**src/rtl/tqvp_vga_capture_pkg.sv**
```systemverilog
// rtl/tqvp_vga_capture_pkg.sv - register map, capture FSM encoding and STATUS layout
package tqvp_vga_capture_pkg;

    localparam logic [5:0] ADDR_CTRL        = 6'h00;
    localparam logic [5:0] ADDR_LINE_SEL    = 6'h04;
    localparam logic [5:0] ADDR_X_START     = 6'h08;
    localparam logic [5:0] ADDR_X_STEP      = 6'h0C;
    localparam logic [5:0] ADDR_COLOR_MASK  = 6'h10;
    localparam logic [5:0] ADDR_LINE_LEN    = 6'h14;
    localparam logic [5:0] ADDR_FRAME_LINES = 6'h18;
    localparam logic [5:0] ADDR_CUR_Y       = 6'h1C;
    localparam logic [5:0] ADDR_BUF_BASE    = 6'h20;
    localparam logic [5:0] ADDR_CHECKSUM    = 6'h38;

    typedef enum logic [2:0] {
        ST_IDLE      = 3'd0,
        ST_ARMED     = 3'd1,
        ST_WAIT_LINE = 3'd2,
        ST_WAIT_X    = 3'd3,
        ST_SAMPLE    = 3'd4,
        ST_DONE      = 3'd5
    } cap_state_t;

    localparam int STATUS_DONE_BIT  = 0;
    localparam int STATUS_STATE_LSB = 1;
    localparam int STATUS_COUNT_LSB = 8;

    function automatic logic [31:0] pack_status(logic [7:0] count, cap_state_t st, logic done);
        logic [31:0] s;
        s = '0;
        s[STATUS_COUNT_LSB +: 8] = count;
        s[STATUS_STATE_LSB +: 3] = st;
        s[STATUS_DONE_BIT]       = done;
        return s;
    endfunction

endpackage

```
**src/rtl/tqvp_vga_capture_if.sv**
```systemverilog
// rtl/tqvp_vga_capture_if.sv - TinyQV peripheral register bus
interface tqvp_vga_capture_if;
    logic [5:0]  address;
    logic [31:0] data_in;
    logic [1:0]  data_write_n;
    logic [1:0]  data_read_n;
    logic [31:0] data_out;
    logic        data_ready;

    modport master (
        output address, data_in, data_write_n, data_read_n,
        input  data_out, data_ready
    );

    modport slave (
        input  address, data_in, data_write_n, data_read_n,
        output data_out, data_ready
    );
endinterface

```
**src/rtl/tqvp_vga_capture_vga_sync_meter.sv**
```systemverilog
// rtl/tqvp_vga_capture_vga_sync_meter.sv - sync edge detect, x/y counters, line/frame measurement
module vga_sync_meter #(
    parameter int CNT_W = 11
) (
    input  logic             clk,
    input  logic             rst_n,
    input  logic             hsync,
    input  logic             vsync,
    input  logic             hsync_pol,
    input  logic             vsync_pol,
    output logic             hs_act,
    output logic             vs_act,
    output logic             lead_h,
    output logic             lead_v,
    output logic [CNT_W-1:0] x,
    output logic [CNT_W-1:0] line_len,
    output logic [9:0]       y,
    output logic [9:0]       y_next,
    output logic [9:0]       frame_lines
);

    logic hs_q;
    logic vs_q;

    assign hs_act = hsync ~^ hsync_pol;
    assign vs_act = vsync ~^ vsync_pol;
    assign lead_h = hs_act & ~hs_q;
    assign lead_v = vs_act & ~vs_q;

    // vsync has priority so a coincident hsync edge starts line 0, not line 1
    assign y_next = lead_v ? 10'd0 :
                    (lead_h && y != 10'h3FF) ? y + 10'd1 : y;

    always_ff @(posedge clk or negedge rst_n) begin
        if (!rst_n) begin
            hs_q        <= 1'b0;
            vs_q        <= 1'b0;
            x           <= '0;
            line_len    <= '0;
            y           <= '0;
            frame_lines <= '0;
        end else begin
            hs_q <= hs_act;
            vs_q <= vs_act;
            if (lead_h) begin
                x        <= '0;
                line_len <= x + CNT_W'(1);
            end else if (x != {CNT_W{1'b1}}) begin
                x <= x + CNT_W'(1);
            end
            y <= y_next;
            if (lead_v) begin
                frame_lines <= y;
            end
        end
    end

endmodule

```
**src/rtl/tqvp_vga_capture.sv**
```systemverilog
// rtl/tqvp_vga_capture.sv - VGA stream measurement and scanline capture; VGA_CAPTURE_CHECKSUM_EN adds a frame checksum at 0x38
module tqvp_vga_capture
    import tqvp_vga_capture_pkg::*;
#(
    parameter int SAMPLES = 192,
    parameter int CNT_W   = 11
) (
    input  logic                 clk,
    input  logic                 rst_n,
    input  logic [7:0]           ui_in,
    output logic [7:0]           uo_out,
    tqvp_vga_capture_if.slave    bus,
    output logic                 user_interrupt
);

    localparam int IDX_W = $clog2(SAMPLES + 1);

    logic             hsync_pol, vsync_pol;
    logic [9:0]       line_sel;
    logic [CNT_W-1:0] x_start;
    logic [6:0]       x_step;
    logic [5:0]       color_mask;
    logic             done;
    logic [IDX_W-1:0] idx;
    logic [6:0]       step_cnt;
    logic [SAMPLES-1:0] cap_buf;
    cap_state_t       state, state_d;

    logic             hs_act, vs_act, lead_h, lead_v;
    logic [CNT_W-1:0] x, line_len;
    logic [9:0]       y, y_next, frame_lines;
    logic [15:0]      checksum;

    logic             wr_en, ctrl_wr, status_rd;
    logic [5:0]       bbggrr;
    logic             sample_bit;
    logic             take_sample, set_done;
    logic [31:0]      rdata;

    vga_sync_meter #(.CNT_W(CNT_W)) u_meter (
        .clk         (clk),
        .rst_n       (rst_n),
        .hsync       (ui_in[7]),
        .vsync       (ui_in[3]),
        .hsync_pol   (hsync_pol),
        .vsync_pol   (vsync_pol),
        .hs_act      (hs_act),
        .vs_act      (vs_act),
        .lead_h      (lead_h),
        .lead_v      (lead_v),
        .x           (x),
        .line_len    (line_len),
        .y           (y),
        .y_next      (y_next),
        .frame_lines (frame_lines)
    );

    assign wr_en      = bus.data_write_n != 2'b11;
    assign ctrl_wr    = wr_en && bus.address == ADDR_CTRL;
    assign status_rd  = bus.data_read_n != 2'b11 && bus.address == ADDR_CTRL;
    assign bbggrr     = {ui_in[6:4], ui_in[2:0]};
    assign sample_bit = |(bbggrr & color_mask);

    always_ff @(posedge clk or negedge rst_n) begin
        if (!rst_n) begin
            state <= ST_IDLE;
        end else begin
            state <= state_d;
        end
    end

    always_comb begin
        state_d = state;
        case (state)
            ST_ARMED: begin
                if (lead_v) begin
                    state_d = (lead_h && y_next == line_sel) ? ST_WAIT_X : ST_WAIT_LINE;
                end
            end
            ST_WAIT_LINE: begin
                if (lead_h && y_next == line_sel) begin
                    state_d = ST_WAIT_X;
                end
            end
            ST_WAIT_X: begin
                if (x == x_start) begin
                    state_d = ST_SAMPLE;
                end else if (lead_h) begin
                    state_d = ST_DONE;
                end
            end
            ST_SAMPLE: begin
                if (lead_h) begin
                    state_d = ST_DONE;
                end else if (step_cnt == 7'd0 && idx == IDX_W'(SAMPLES - 1)) begin
                    state_d = ST_DONE;
                end
            end
            ST_IDLE, ST_DONE: ;
            default: state_d = ST_IDLE;
        endcase
        if (ctrl_wr) begin
            state_d = bus.data_in[0] ? ST_ARMED : ST_IDLE;
        end
    end

    always_comb begin
        take_sample = 1'b0;
        case (state)
            ST_WAIT_X: take_sample = (x == x_start);
            ST_SAMPLE: take_sample = !lead_h && step_cnt == 7'd0;
            default:   take_sample = 1'b0;
        endcase
        set_done       = (state_d == ST_DONE) && (state != ST_DONE);
        user_interrupt = done;
    end

    always_ff @(posedge clk or negedge rst_n) begin
        if (!rst_n) begin
            hsync_pol  <= 1'b0;
            vsync_pol  <= 1'b0;
            line_sel   <= '0;
            x_start    <= '0;
            x_step     <= '0;
            color_mask <= 6'h3F;
            done       <= 1'b0;
            idx        <= '0;
            step_cnt   <= '0;
            cap_buf    <= '0;
        end else begin
            if (wr_en) begin
                case (bus.address)
                    ADDR_CTRL: begin
                        hsync_pol <= bus.data_in[1];
                        vsync_pol <= bus.data_in[2];
                    end
                    ADDR_LINE_SEL:   line_sel   <= bus.data_in[9:0];
                    ADDR_X_START:    x_start    <= bus.data_in[CNT_W-1:0];
                    ADDR_X_STEP:     x_step     <= bus.data_in[6:0];
                    ADDR_COLOR_MASK: color_mask <= bus.data_in[5:0];
                    default: ;
                endcase
            end
            if (ctrl_wr) begin
                done <= 1'b0;
                if (bus.data_in[0]) begin
                    idx      <= '0;
                    step_cnt <= '0;
                end
            end else begin
                if (take_sample) begin
                    if (idx < IDX_W'(SAMPLES)) begin
                        cap_buf[idx] <= sample_bit;
                        idx          <= idx + IDX_W'(1);
                    end
                    step_cnt <= x_step;
                end else if (state == ST_SAMPLE) begin
                    step_cnt <= step_cnt - 7'd1;
                end
                if (set_done) begin
                    done <= 1'b1;
                end else if (status_rd) begin
                    done <= 1'b0;
                end
            end
        end
    end

`ifdef VGA_CAPTURE_CHECKSUM_EN
    logic [15:0] cks_acc;
    logic [15:0] cks_frame;

    always_ff @(posedge clk or negedge rst_n) begin
        if (!rst_n) begin
            cks_acc   <= '0;
            cks_frame <= '0;
        end else if (lead_v) begin
            cks_frame <= cks_acc;
            cks_acc   <= '0;
        end else if (!hs_act && !vs_act) begin
            cks_acc <= cks_acc + 16'(bbggrr);
        end
    end

    assign checksum = cks_frame;
`else
    assign checksum = 16'd0;
`endif

    always_comb begin
        rdata = '0;
        case (bus.address)
            ADDR_CTRL:        rdata = pack_status(8'(idx), state, done);
            ADDR_LINE_SEL:    rdata = 32'(line_sel);
            ADDR_X_START:     rdata = 32'(x_start);
            ADDR_X_STEP:      rdata = 32'(x_step);
            ADDR_COLOR_MASK:  rdata = 32'(color_mask);
            ADDR_LINE_LEN:    rdata = 32'(line_len);
            ADDR_FRAME_LINES: rdata = 32'(frame_lines);
            ADDR_CUR_Y:       rdata = 32'(y);
            ADDR_CHECKSUM:    rdata = 32'(checksum);
            default:          rdata = '0;
        endcase
        for (int w = 0; w < SAMPLES / 32; w++) begin
            if (bus.address == ADDR_BUF_BASE + 6'(4 * w)) begin
                rdata = cap_buf[w*32 +: 32];
            end
        end
    end

    assign bus.data_out   = rdata;
    assign bus.data_ready = 1'b1;
    assign uo_out         = 8'd0;

    logic unused_bits;
    assign unused_bits = &{1'b0, bus.data_in[31:11], hs_act, vs_act};

endmodule

```
**src/flat_wrapper.sv**
```systemverilog
// flat-port wrapper written by rule: the top's interface ports become plain ports
module tqvp_vga_capture_flat import tqvp_vga_capture_pkg::*;
#(
    parameter int SAMPLES = 192,
    parameter int CNT_W   = 11
)
  (clk, rst_n, ui_in, uo_out, user_interrupt, bus_address, bus_data_in, bus_data_write_n, bus_data_read_n, bus_data_out, bus_data_ready);
  tqvp_vga_capture_if bus_i ();
  input  logic clk;
  input  logic rst_n;
  input  logic [7:0] ui_in;
  output logic [7:0] uo_out;
  output logic user_interrupt;
  input wire logic [$bits(bus_i.address)-1:0] bus_address;
  input wire logic [$bits(bus_i.data_in)-1:0] bus_data_in;
  input wire logic [$bits(bus_i.data_write_n)-1:0] bus_data_write_n;
  input wire logic [$bits(bus_i.data_read_n)-1:0] bus_data_read_n;
  output wire logic [$bits(bus_i.data_out)-1:0] bus_data_out;
  output wire logic [$bits(bus_i.data_ready)-1:0] bus_data_ready;
  assign bus_i.address = bus_address;
  assign bus_i.data_in = bus_data_in;
  assign bus_i.data_write_n = bus_data_write_n;
  assign bus_i.data_read_n = bus_data_read_n;
  assign bus_data_out = bus_i.data_out;
  assign bus_data_ready = bus_i.data_ready;
  tqvp_vga_capture #(.SAMPLES(SAMPLES), .CNT_W(CNT_W)) u_core (.clk(clk), .rst_n(rst_n), .ui_in(ui_in), .uo_out(uo_out), .bus(bus_i), .user_interrupt(user_interrupt));
endmodule
```
**config.mk**
```make
export PLATFORM = sky130hd
export DESIGN_NAME = tqvp_vga_capture_flat
export DESIGN_NICKNAME = d
export VERILOG_FILES = /design/src/rtl/tqvp_vga_capture_pkg.sv /design/src/rtl/tqvp_vga_capture_if.sv /design/src/rtl/tqvp_vga_capture_vga_sync_meter.sv /design/src/rtl/tqvp_vga_capture.sv /design/src/flat_wrapper.sv
export SDC_FILE = /design/constraint.sdc
export NUM_CORES = 1
export LEC_CHECK = 0
export ABC_AREA = 1
export BUFFER_PORTS_ARGS = -buffer_cell sky130_fd_sc_hd__buf_2
export CORE_MARGIN = 3
export CORE_UTILIZATION = 35
export CTS_CLUSTER_SIZE = 28
export DETAILED_ROUTE_END_ITERATION = 10
export PLACE_DENSITY = 0.55
export SYNTH_ARGS = -nofsm -noshare
export SYNTH_HDL_FRONTEND = slang
export SYNTH_SLANG_ARGS = --single-unit
```
**constraint.sdc**
```tcl
create_clock -name clk -period 3.07 [get_ports clk]
set_clock_uncertainty 0.2 [all_clocks]
set_input_delay 0.614 -clock clk [delete_from_list [all_inputs] [get_ports clk]]
set_output_delay 0.614 -clock clk [all_outputs]
set_load 0.03 [all_outputs]
```
==> out/summary.txt, run 1 <==
Setup violations, final -> 6
GRT Util Overall -> 20.4%
Final ANT Viol Nets -> 0
Area Growth Syn to Fin -> 23.9%
nets -> 2,206
Post-DP HPWL -> 34,300 um
Die X -> 222 um
routed len/inst -> 18.5 um
buffer and inverter count on the worst path -> 5
pre-CTS setup slack -> -0.538 ns
Critical Path, Cell by Cell -> buf_8 > nor2_4 > nand2_2 > buf_6 > nor2_4 > buf_6 > inv_2 > o22ai_2 > nor2_1 > nand3_1 > a21oi_2 > nand4_1 > o21ai_2 > nand3_2 > buf_6
Synth async-reset ratio -> 100%
vias in the first global route -> 14.0k
cell family with most CP delay -> simple AND/OR/NAND/NOR gates
DRC errors left -> 0
maxcap violations -> 0
Synth top cells by count -> 470 x nand2_1, 303 x inv_1, 297 x o21ai_0, 285 x dfrtp_1, 194 x nor3_2
Die Area -> 49,400 um^2
Hold Violations, Final -> 0
fmax -> 0.319 GHz
fraction of layout cells with a size suffix above 1 -> 27.1%
row count -> 78
maximum vdd ir drop -> 420 uV
final worst slack -> -0.0661 ns
hold slack -> 0.0837 ns
grt ovf -> 0
Max Buffers Root-to-Sink -> 3
clk slew on worst S/H paths -> 0.05 ns
worst skew pair latency -> 0.55 ns
DR iter-0 viols -> 1,300
main area contributors after synthesis -> dfrtp_1 44%, nor3_2 12%, nand2_1 11%
Antenna Cells -> 0
min-delay worst type -> in -> reg
Worst setup EP type -> primary output
most frequent CP cell -> buf_6
Synth cell types -> 45
Final period util -> 102%
startpoint types -> input port
Initial Utilization -> 35.8%
crit path time final -> 3.14 ns
DRT Pass-1 Iters -> 5
PwrDens -> 581 nW/um^2
largest net degree at the start of global routing -> 84
CTS tree -> yes
clk root buf -> clkbuf_16
Worst path max stage delay -> 0.21 ns
Num CTS Buffers -> 37
Placer Congestion -> 0.917
failing checks -> setup timing
status -> complete, but fails checks
sequential-to-total area share from yosys stat -> 44.5%
yosys warns -> 0
global-route wire length before repair -> 80,600 um
# IOs -> 94
initial antenna violation count -> 0
Max-slew headroom -> 30.6%
H-tree Lvls -> 2
via count -> 14.2k
flop and latch count out of synthesis -> 291
RSZ-0062 raised after global routing -> true
worst-margin pin slew -> 1.04 ns
cell taking the most area after synthesis -> dfrtp_1
Synth top area share -> 43.6%
Slowest cell on crit path -> nor2_4
Post-synth EDFFs -> 0
Crit Path Max Fanout -> 4
Crit Path Class -> in -> out
clock sink count -> 291
Die Span Y -> 222 um
Pleak -> 9.05 nW
Slew Limit Fails -> 0
Fin Setup TNS -> -0.105 ns
average cell area after synthesis -> 8.10 um^2
core area -> 45,800 um^2
top-count cell post-synth -> nand2_1
vias per cell -> 5.11
# port buffers -> 63
Cell Area, Synth -> 16,400 um^2
final wirelength -> 51,200 um
CP Data Required Time -> 2.26 ns
Top FF cell, synth -> dfrtp_1
Arr. time, crit path -> 2.32 ns
Gate Count Post-Synth -> 2,021
[where the power goes]
| group | switching [mW] | leakage [nW] | internal [mW] |
|---|---|---|---|
| clock | 1.74 | 0.602 | 2.71 |
| combinational | 2.09 | 5.49 | 0.744 |
| sequential | 0.352 | 2.96 | 4.15 |
[cell families (layout without fill, tap and decap cells)]
group	after synthesis	after routing	share of synthesized area, %
muxes	3	3	0.199
adders and majority gates	7	7	0.535
xor gates and xnor gates	28	28	1.50
and+or+nand+nor	859	859	28.4
DFF	291	291	44.5
other	2	9	0.0459
AOI/OAI and AO/OA	408	408	13.9
buffers and inverters	423	565	10.9
[layout by cell type (no fill, tap or decap), types with 25 or more instances in the layout]
cell       instances
buf_4            115
nand3_1           63
nand2_1          446
buf_6             29
nor3_2           195
xor2_1            25
inv_1            288
clkbuf_16         39
dfrtp_1          285
nor2_1            58
buf_2             27
o21ai_0          280
[layout make-up]
| type | instances | area (um^2) |
|---|---|---|
| well taps | 600 | 751 |
| clock buffers | 52 | 1080 |
| fillers | 4435 | 25500 |
| clock inverters | 10 | 146 |
| multi-input cells | 1314 | 8050 |
| repair buffers | 197 | 1800 |
| inverters | 306 | 1160 |
| flip-flops and latches | 291 | 7290 |
[metrics by stage]
step,cell area [um^2],utilization [%],total power [mW],instances
3_5_place_dp,17900,39.2,7.23,2692
3_3_place_gp,17900,39.2,7.19,2692
5_1_grt,20300,44.3,12.3,2770
2_1_floorplan,16400,-,6.19,2028
4_1_cts,20000,43.7,11.8,2767
6_report,20300,44.3,11.8,2770
[final timing paths]
path / from / endpoint / slack (ns) / cells after the start
max reg2reg: u_core.u_meter.y[0] / u_core.state[0] / 0.31 / 16
max in group asynchronous: rst_n / u_core.cap_buf[86] / 1.34 / 3
min reg2reg: u_core.u_meter.frame_lines[6] / u_core.u_meter.frame_lines[6] / 0.29 / 2
max: bus_address[1] / bus_data_out[3] / -0.07 / 15
min: ui_in[3] / u_core.u_meter.vs_q / 0.08 / 2
min in group asynchronous: rst_n / u_core.u_meter.frame_lines[5] / 0.44 / 2
[sequential cells by signal (all words and copies together) (netlist names), 6 cells and up]
register and count:
u_core.x_start 11, u_core.step_cnt 7, u_core.cap_buf 192, u_core.idx 8, u_core.u_meter.frame_lines 10, u_core.line_sel 10
u_core.x_step 7, u_core.color_mask 6, u_core.u_meter.y 10, u_core.u_meter.line_len 11, u_core.u_meter.x 11
[layer usage]
layer  wire [um]  vias up  global-route usage, %
met3        2750      100                   4.14
met5           0        -                      0
met4        1760        0                   7.93
li1            -     6827                      -
met1       23100     6886                   27.9
met2       23600      353                   32.0
[what timing repair did]
action	4_1_cts	5_1_grt
gates cloned	1	1
hold endpoints to repair	49	0
resized for setup	208	57
hold buffers	1	0
pin swaps	42	37
endpoints found under the setup margin	32	31
buffers inserted	15	2
Power figures use the tool's default switching activity.
==> run 2, diff against run 1 <==
--- a/config.mk
+++ b/config.mk
@@ -9,9 +9,11 @@
 export BUFFER_PORTS_ARGS = -buffer_cell sky130_fd_sc_hd__buf_2
 export CORE_MARGIN = 3
 export CORE_UTILIZATION = 35
+export CTS_BUF_LIST = sky130_fd_sc_hd__clkbuf_2
 export CTS_CLUSTER_SIZE = 28
 export DETAILED_ROUTE_END_ITERATION = 10
 export PLACE_DENSITY = 0.55
 export SYNTH_ARGS = -nofsm -noshare
 export SYNTH_HDL_FRONTEND = slang
+export SYNTH_HIERARCHICAL = 1
 export SYNTH_SLANG_ARGS = --single-unit
==> run 2 against run 1 <==
The flow still finishes with violations (setup timing); clock power decreased by 33%; global-route usage grew 1.2 points; sequential share of layout area down 0.065 points; fmax decreased by 5.3%; worst hold slack better by 0.073 ns; cell count grew 11%; flip-flop and latch count unchanged; design area is 0.44% higher; combinational power down 28%; die area increased by 4.3%; critical path depth down 5.
==> out/summary.txt, run 2 <==
fmax -> 0.302 GHz
xor-xnor portion of the synthesized cell area -> 1.13%
Crit Path Max Fanout -> 2
routed len/inst -> 18.2 um
worst skew pair latency -> 1.06 ns
Synth Area in Adders -> 0.586%
Worst path max stage delay -> 0.45 ns
initial antenna violation count -> 2
fillers -> 4,756
main combinational cell family by area after synthesis -> simple AND/OR/NAND/NOR gates
row count -> 80
Post-Synth Simple-Gate Area -> 37.8%
WL met2 -> 25,400 um
crit path time final -> 3.31 ns
cell taking the most area after synthesis -> dfrtp_1
Worst setup EP type -> primary output
status -> complete, but fails checks
Initial Utilization -> 35.6%
GRT Util Overall -> 21.6%
final wirelength -> 56,000 um
maximum vdd ir drop -> 247 uV
vias in the first global route -> 15.3k
dpl cells -> 2,857
Arr. time, crit path -> 2.50 ns
DRC errors left -> 0
Area Growth Syn to Fin -> 19.2%
Synth top area share -> 41.7%
most common cell after layout, fill and taps aside -> nand2_1
Die Area -> 51,500 um^2
via count -> 16.3k
DR iter-0 viols -> 1,430
largest net degree at the start of global routing -> 93
Cell Area, Synth -> 17,100 um^2
main area contributors after synthesis -> dfrtp_1 42%, nand2_1 16%, nand4_2 7.3%
Synth top cells by count -> 707 x nand2_1, 293 x nor2_1, 285 x dfrtp_1, 181 x o21ai_1, 117 x nand4_1
min-delay worst type -> in -> reg
sequential-to-total area share from yosys stat -> 42.7%
Post-Layout Cell Count -> 3,082
max FFs per register -> 192
most frequent CP cell -> nand2_1
CTS tree -> yes
Post-synth EDFFs -> 0
global-route wire length before repair -> 87,800 um
average cell area after synthesis -> 7.64 um^2
final core occ -> 42.5%
top-count cell post-synth -> nand2_1
Final ANT Viol Nets -> 0
reg2reg end -> u_core/cap_buf[63]
Top FF cell, synth -> dfrtp_1
hold path endpoint -> u_core/x_start[10]
area of the multi-input gates -> 8930 um^2
Final period util -> 108%
clk root buf -> clkbuf_2
design area -> 20,400 um^2
Post-DP HPWL -> 35,800 um
Slew Limit Fails -> 0
Synth async-reset ratio -> 100%
Num CTS Buffers -> 84
R2R Setup Slk -> 0.23 ns
PwrDens -> 462 nW/um^2
Die Span Y -> 227 um
flop and latch count out of synthesis -> 291
most frequent cells in the layout -> 692 x nand2_1, 270 x nor2_1, 270 x dfrtp_1, 182 x o21ai_1, 123 x clkbuf_2
core area -> 47,900 um^2
maxcap violations -> 0
Slowest cell on crit path -> dfrtp_1
worst-margin pin slew -> 0.832 ns
startpoint types -> flop
FF-to-FF Start -> u_core/color_mask[5]
Area after DPL -> 18,300 um^2
clk slew on worst S/H paths -> 0.12 ns
worst reg2reg path depth -> 7
mux share of post-synthesis cell area -> 0.0659%
Hold Violations, Final -> 0
Synth cell types -> 43
CP Data Required Time -> 2.26 ns
# port buffers -> 63
Hold Path Cell Cnt -> 3
min-delay src -> bus_data_in[10]
H-tree Lvls -> 3
vias per cell -> 5.28
# IOs -> 94
Critical Path, Cell by Cell -> nand2_1 > nand2_1 > nor2_2 > nand3_2 > nor2_2 > buf_6 > nand3_2 > nand2_1 > nand2_1 > buf_6
Pleak -> 8.86 nW
Die X -> 227 um
Reg with most FFs -> u_core/cap_buf
yosys warns -> 6
pre-CTS setup slack -> -0.157 ns
failing checks -> setup timing
fraction of layout cells with a size suffix above 1 -> 24.5%
DRT Pass-1 Iters -> 5
routed wl met3 -> 3240 um
nets -> 2,458
Metal-1 WL -> 26,000 um
Max Buffers Root-to-Sink -> 3
final worst slack -> -0.242 ns
Gate Count Post-Synth -> 2,238
grt ovf -> 0
register area -> 7310 um^2
Placer Congestion -> 0.923
RSZ-0062 raised after global routing -> true
clock sink count -> 291
Max-slew headroom -> 44.4%
compound-cell area share of the yosys netlist -> 9.86%
Setup violations, final -> 11
Max Used Layer -> met5
Crit Path Class -> reg -> out
run 2: changes by cell type after synthesis, moves of 28 or more:
| cell | previous run | this run |
|---|---|---|
| o21ai_1 | 2 | 181 |
| buf_2 | 2 | 48 |
| o22ai_1 | 28 | 0 |
| o21ai_0 | 297 | 87 |
| nor3_2 | 194 | 0 |
| nand4_1 | 19 | 117 |
| inv_1 | 303 | 104 |
| nand4_2 | 1 | 100 |
| nand2_1 | 470 | 707 |
| nor2_1 | 74 | 293 |
run 2: logic make-up (layout without fill, tap and decap cells):
family          count (synthesis)  in the layout
xor+xnor                       22             22
compound gates                319            319
fa+ha+maj                       8              8
mux                             1              1
simple gates                 1328           1328
buf+inv                       267            487
flops                         291            291
other cells                     2             11
run 2: per-stage QoR:
stage / hold slack, ns / power (mW) / TNS (ns)
5_1_grt: 0.113 / 9.98 / -3.94
3_3_place_gp: 0.261 / 6.30 / -2.57
6_report: 0.157 / 9.41 / -2.01
3_5_place_dp: 0.267 / 6.31 / -2.35
4_1_cts: 0.0363 / 9.50 / -3.75
2_1_floorplan: 0.118 / 5.57 / 0
run 2: how the worst max path moves through the flow:
stage / endpoint / startpoint / depth (start not counted) / slack, ns
finish: bus_data_out[2] / u_core/u_meter/line_len[2] / 10 / -0.24
global route: bus_data_out[2] / u_core/u_meter/line_len[2] / 10 / -0.42
CTS: bus_data_out[2] / u_core/u_meter/line_len[2] / 10 / -0.37
detailed placement: bus_data_out[2] / bus_address[1] / 14 / -0.16
global placement: bus_data_out[21] / bus_address[2] / 10 / -0.15
floorplan: bus_data_out[30] / bus_address[1] / 8 / 0.43
run 2: what timing repair did:
item | CTS | global route
buffers inserted | 37 | 9
hold buffers | 22 | 0
pin swaps | 71 | 52
resized for setup | 154 | 41
setup endpoints to repair | 32 | 28
cloned | 0 | 3
hold endpoints to repair | 517 | 0
run 2: worst max-delay path, delay by kind of cell, from the launching register on:
kind | cells | cell delay, ns
and+or+nand+nor | 8 | 0.73
DFF | 1 | 0.45
buffers and inverters | 2 | 0.25
run 2: area by class of cell:
| class | count | share of cell area [%] |
|---|---|---|
| flip-flops and latches | 291 | 35.9 |
| multi-input cells | 1687 | 43.8 |
| inverters | 111 | 2.11 |
| diodes | 2 | 0.0246 |
| repair buffers | 223 | 10.6 |
| well taps | 615 | 3.78 |
| clock inverters | 30 | 0.737 |
| clock buffers | 123 | 3.02 |
run 2: power breakdown:
| part | internal (mW) | switching (mW) |
|---|---|---|
| combinational | 0.680 | 1.37 |
| sequential | 4.09 | 0.306 |
| clock | 1.16 | 1.80 |
| total | 5.94 | 3.48 |
run 2: per-layer routing:
layer  vias to the layer above  track usage [%]
li1                       7796                -
met1                      7885             31.2
met2                       527             33.0
met3                        78             3.26
met4                         2             7.75
met5                         -                0
==> run 3, diff against run 2 <==
--- a/config.mk
+++ b/config.mk
@@ -5,13 +5,13 @@
 export SDC_FILE = /design/constraint.sdc
 export NUM_CORES = 1
 export LEC_CHECK = 0
-export ABC_AREA = 1
 export BUFFER_PORTS_ARGS = -buffer_cell sky130_fd_sc_hd__buf_2
 export CORE_MARGIN = 3
 export CORE_UTILIZATION = 35
 export CTS_BUF_LIST = sky130_fd_sc_hd__clkbuf_2
 export CTS_CLUSTER_SIZE = 28
 export DETAILED_ROUTE_END_ITERATION = 10
+export HOLD_SLACK_MARGIN = 0.12
 export PLACE_DENSITY = 0.55
 export SYNTH_ARGS = -nofsm -noshare
 export SYNTH_HDL_FRONTEND = slang
==> run 3 against run 2 <==
The run still ends with setup timing left; global-route usage rose by 0.17 points; wire length shrank 11%; flip-flop and latch count is the same; total power grew 6.6%; via count is 18% lower; clock power shrank 7.7%; combinational power is 31% higher; critical path type unchanged; critical endpoint is now bus_data_out[9]; largest power group unchanged; highest routed layer unchanged.
==> out/summary.txt, run 3 <==
Synth async-reset ratio -> 100%
vias per cell -> 5.68
nets -> 1,804
Gate Count Post-Synth -> 1,524
initial antenna violation count -> 2
worst skew pair latency -> 0.99 ns
yosys warns -> 6
PwrDens -> 524 nW/um^2
CP Data Required Time -> 2.26 ns
Slew Limit Fails -> 0
row count -> 75
clk slew on worst S/H paths -> 0.09 ns
flop and latch count out of synthesis -> 291
Synth cell types -> 69
# IOs -> 94
failing checks -> setup timing
final wirelength -> 49,800 um
min-delay worst type -> in -> reg
GRT Util Overall -> 21.8%
cell taking the most area after synthesis -> dfrtp_1
Area after DPL -> 16,900 um^2
Max-slew headroom -> 56.2%
startpoint types -> flop
clock sink count -> 291
Crit Path Class -> reg -> out
global-route wire length before repair -> 76,300 um
DRT Pass-1 Iters -> 5
Die Area -> 45,100 um^2
crit path time final -> 3.45 ns
maximum vdd ir drop -> 314 uV
Die X -> 212 um
max FFs per register -> 192
DRC errors left -> 0
Arr. time, crit path -> 2.63 ns
average cell area after synthesis -> 9.79 um^2
Fin Setup TNS -> -6.95 ns
# port buffers -> 63
Post-DP HPWL -> 32,200 um
most common cell after layout, fill and taps aside -> dfrtp_1
fmax -> 0.290 GHz
clk root buf -> clkbuf_2
Synth top area share -> 47.8%
Final ANT Viol Nets -> 0
top-count cell post-synth -> dfrtp_1
largest net degree at the start of global routing -> 135
Max Buffers Root-to-Sink -> 3
Reg with most FFs -> u_core/cap_buf
main area contributors after synthesis -> dfrtp_1 48%, a21oi_1 8.7%, a31oi_1 8.2%
fraction of layout cells with a size suffix above 1 -> 33.8%
Cell Area, Synth -> 14,900 um^2
core area -> 42,000 um^2
status -> complete, but fails checks
most frequent cells in the layout -> 278 x dfrtp_1, 242 x a21oi_1, 193 x a31oi_1, 151 x buf_4, 118 x clkbuf_2
via count -> 13.3k
maxcap violations -> 0
RSZ-0062 raised after global routing -> true
worst-margin pin slew -> 0.656 ns
design area -> 19,200 um^2
fillers -> 4,071
Synth top cells by count -> 285 x dfrtp_1, 258 x a21oi_1, 195 x a31oi_1, 102 x clkbuf_1, 80 x nand2_1
routed len/inst -> 21.2 um
hold slack -> 0.242 ns
Die Span Y -> 212 um
H-tree Lvls -> 3
Post-synth EDFFs -> 0
Final period util -> 112%
Placer Congestion -> 0.913
Worst setup EP type -> primary output
Pleak -> 8.45 nW
final worst slack -> -0.377 ns
Hold Violations, Final -> 0
DR iter-0 viols -> 1,247
Setup violations, final -> 32
Num CTS Buffers -> 81
Initial Utilization -> 35.5%
grt ovf -> 0
Area Growth Syn to Fin -> 28.4%
vias in the first global route -> 13.0k
CTS tree -> yes
sequential-to-total area share from yosys stat -> 48.9%
Crit Path Max Fanout -> 5
Top FF cell, synth -> dfrtp_1
-- run 3: worst paths after layout --
check / from / to / slack, ns / cells past startpoint
max: u_core/u_meter/y[9] / bus_data_out[9] / -0.38 / 7
min: bus_address[1] / u_core/user_interrupt / 0.24 / 6
max reg2reg: u_core/u_meter/y[0] / u_core/user_interrupt / 0.09 / 12
min reg2reg: u_core/vsync_pol / u_core/u_meter/vs_q / 0.29 / 1
max in group asynchronous: rst_n / u_core/cap_buf[105] / 1.51 / 4
min in group asynchronous: rst_n / u_core/cap_buf[176] / 0.60 / 4
-- run 3: worst max-delay path, stage by stage (launching register included) --
cell and delay, ns:
dfrtp_1 0.40, buf_6 0.15, nand2_2 0.07, o22ai_2 0.06, a222oi_1 0.46, a211o_1 0.28, a31oi_4 0.11, buf_6 0.17
-- run 3: cells by family after synthesis --
kind of cell | Yosys count | synth area share, %
AO/OA/AOI/OAI | 639 | 27.3
XOR/XNOR | 35 | 2.11
adder cells (fa/ha/maj) | 8 | 0.671
buffers and inverters | 188 | 6.05
flip-flops | 291 | 48.9
multiplexers | 69 | 5.05
other | 2 | 0.0503
AND/OR/NAND/NOR | 292 | 9.90
-- run 3: stage by stage --
stage,util (%),power (mW),setup slack (ns),instances
2_1_floorplan,-,6.13,-0.163,1531
3_3_place_gp,40.3,7.09,-0.482,2132
3_5_place_dp,40.3,7.12,-0.488,2132
4_1_cts,43.3,9.96,-0.534,2309
5_1_grt,45.6,10.6,-0.513,2346
6_report,45.6,10.0,-0.377,2346
-- run 3: metal layers --
layer | vias up | share of wire [%] | track usage [%]
met2 | 438 | 47 | 34.1
met3 | 75 | 5.7 | 3.91
met4 | 2 | 2.0 | 6.93
met5 | - | 0.032 | 0
met1 | 6602 | 46 | 30.8
li1 | 6207 | - | -
-- run 3: what timing repair did --
item	CTS	global route
gates cloned	0	2
gates resized for setup	60	184
pin swaps	13	53
setup endpoints to repair	34	159
buffers inserted	5	34
hold buffers	27	0
endpoints found under the hold margin	400	0
-- run 3: area by class of cell --
type	instances	area [um^2]	area share (%)
diodes	1	2.50	0.0131
repair buffers	297	2920	15.2
inverters	21	78.8	0.411
multi-input cells	1052	7480	39.1
clock buffers	118	591	3.08
clock inverters	27	115	0.601
well taps	539	674	3.52
flip-flops and latches	291	7300	38.1
-- run 3: power by group --
group,leakage (nW),internal (mW),switching [mW]
logic,3.97,0.975,1.70
registers,3.94,4.20,0.424
clock network,0.536,1.03,1.71
total,8.45,6.20,3.83
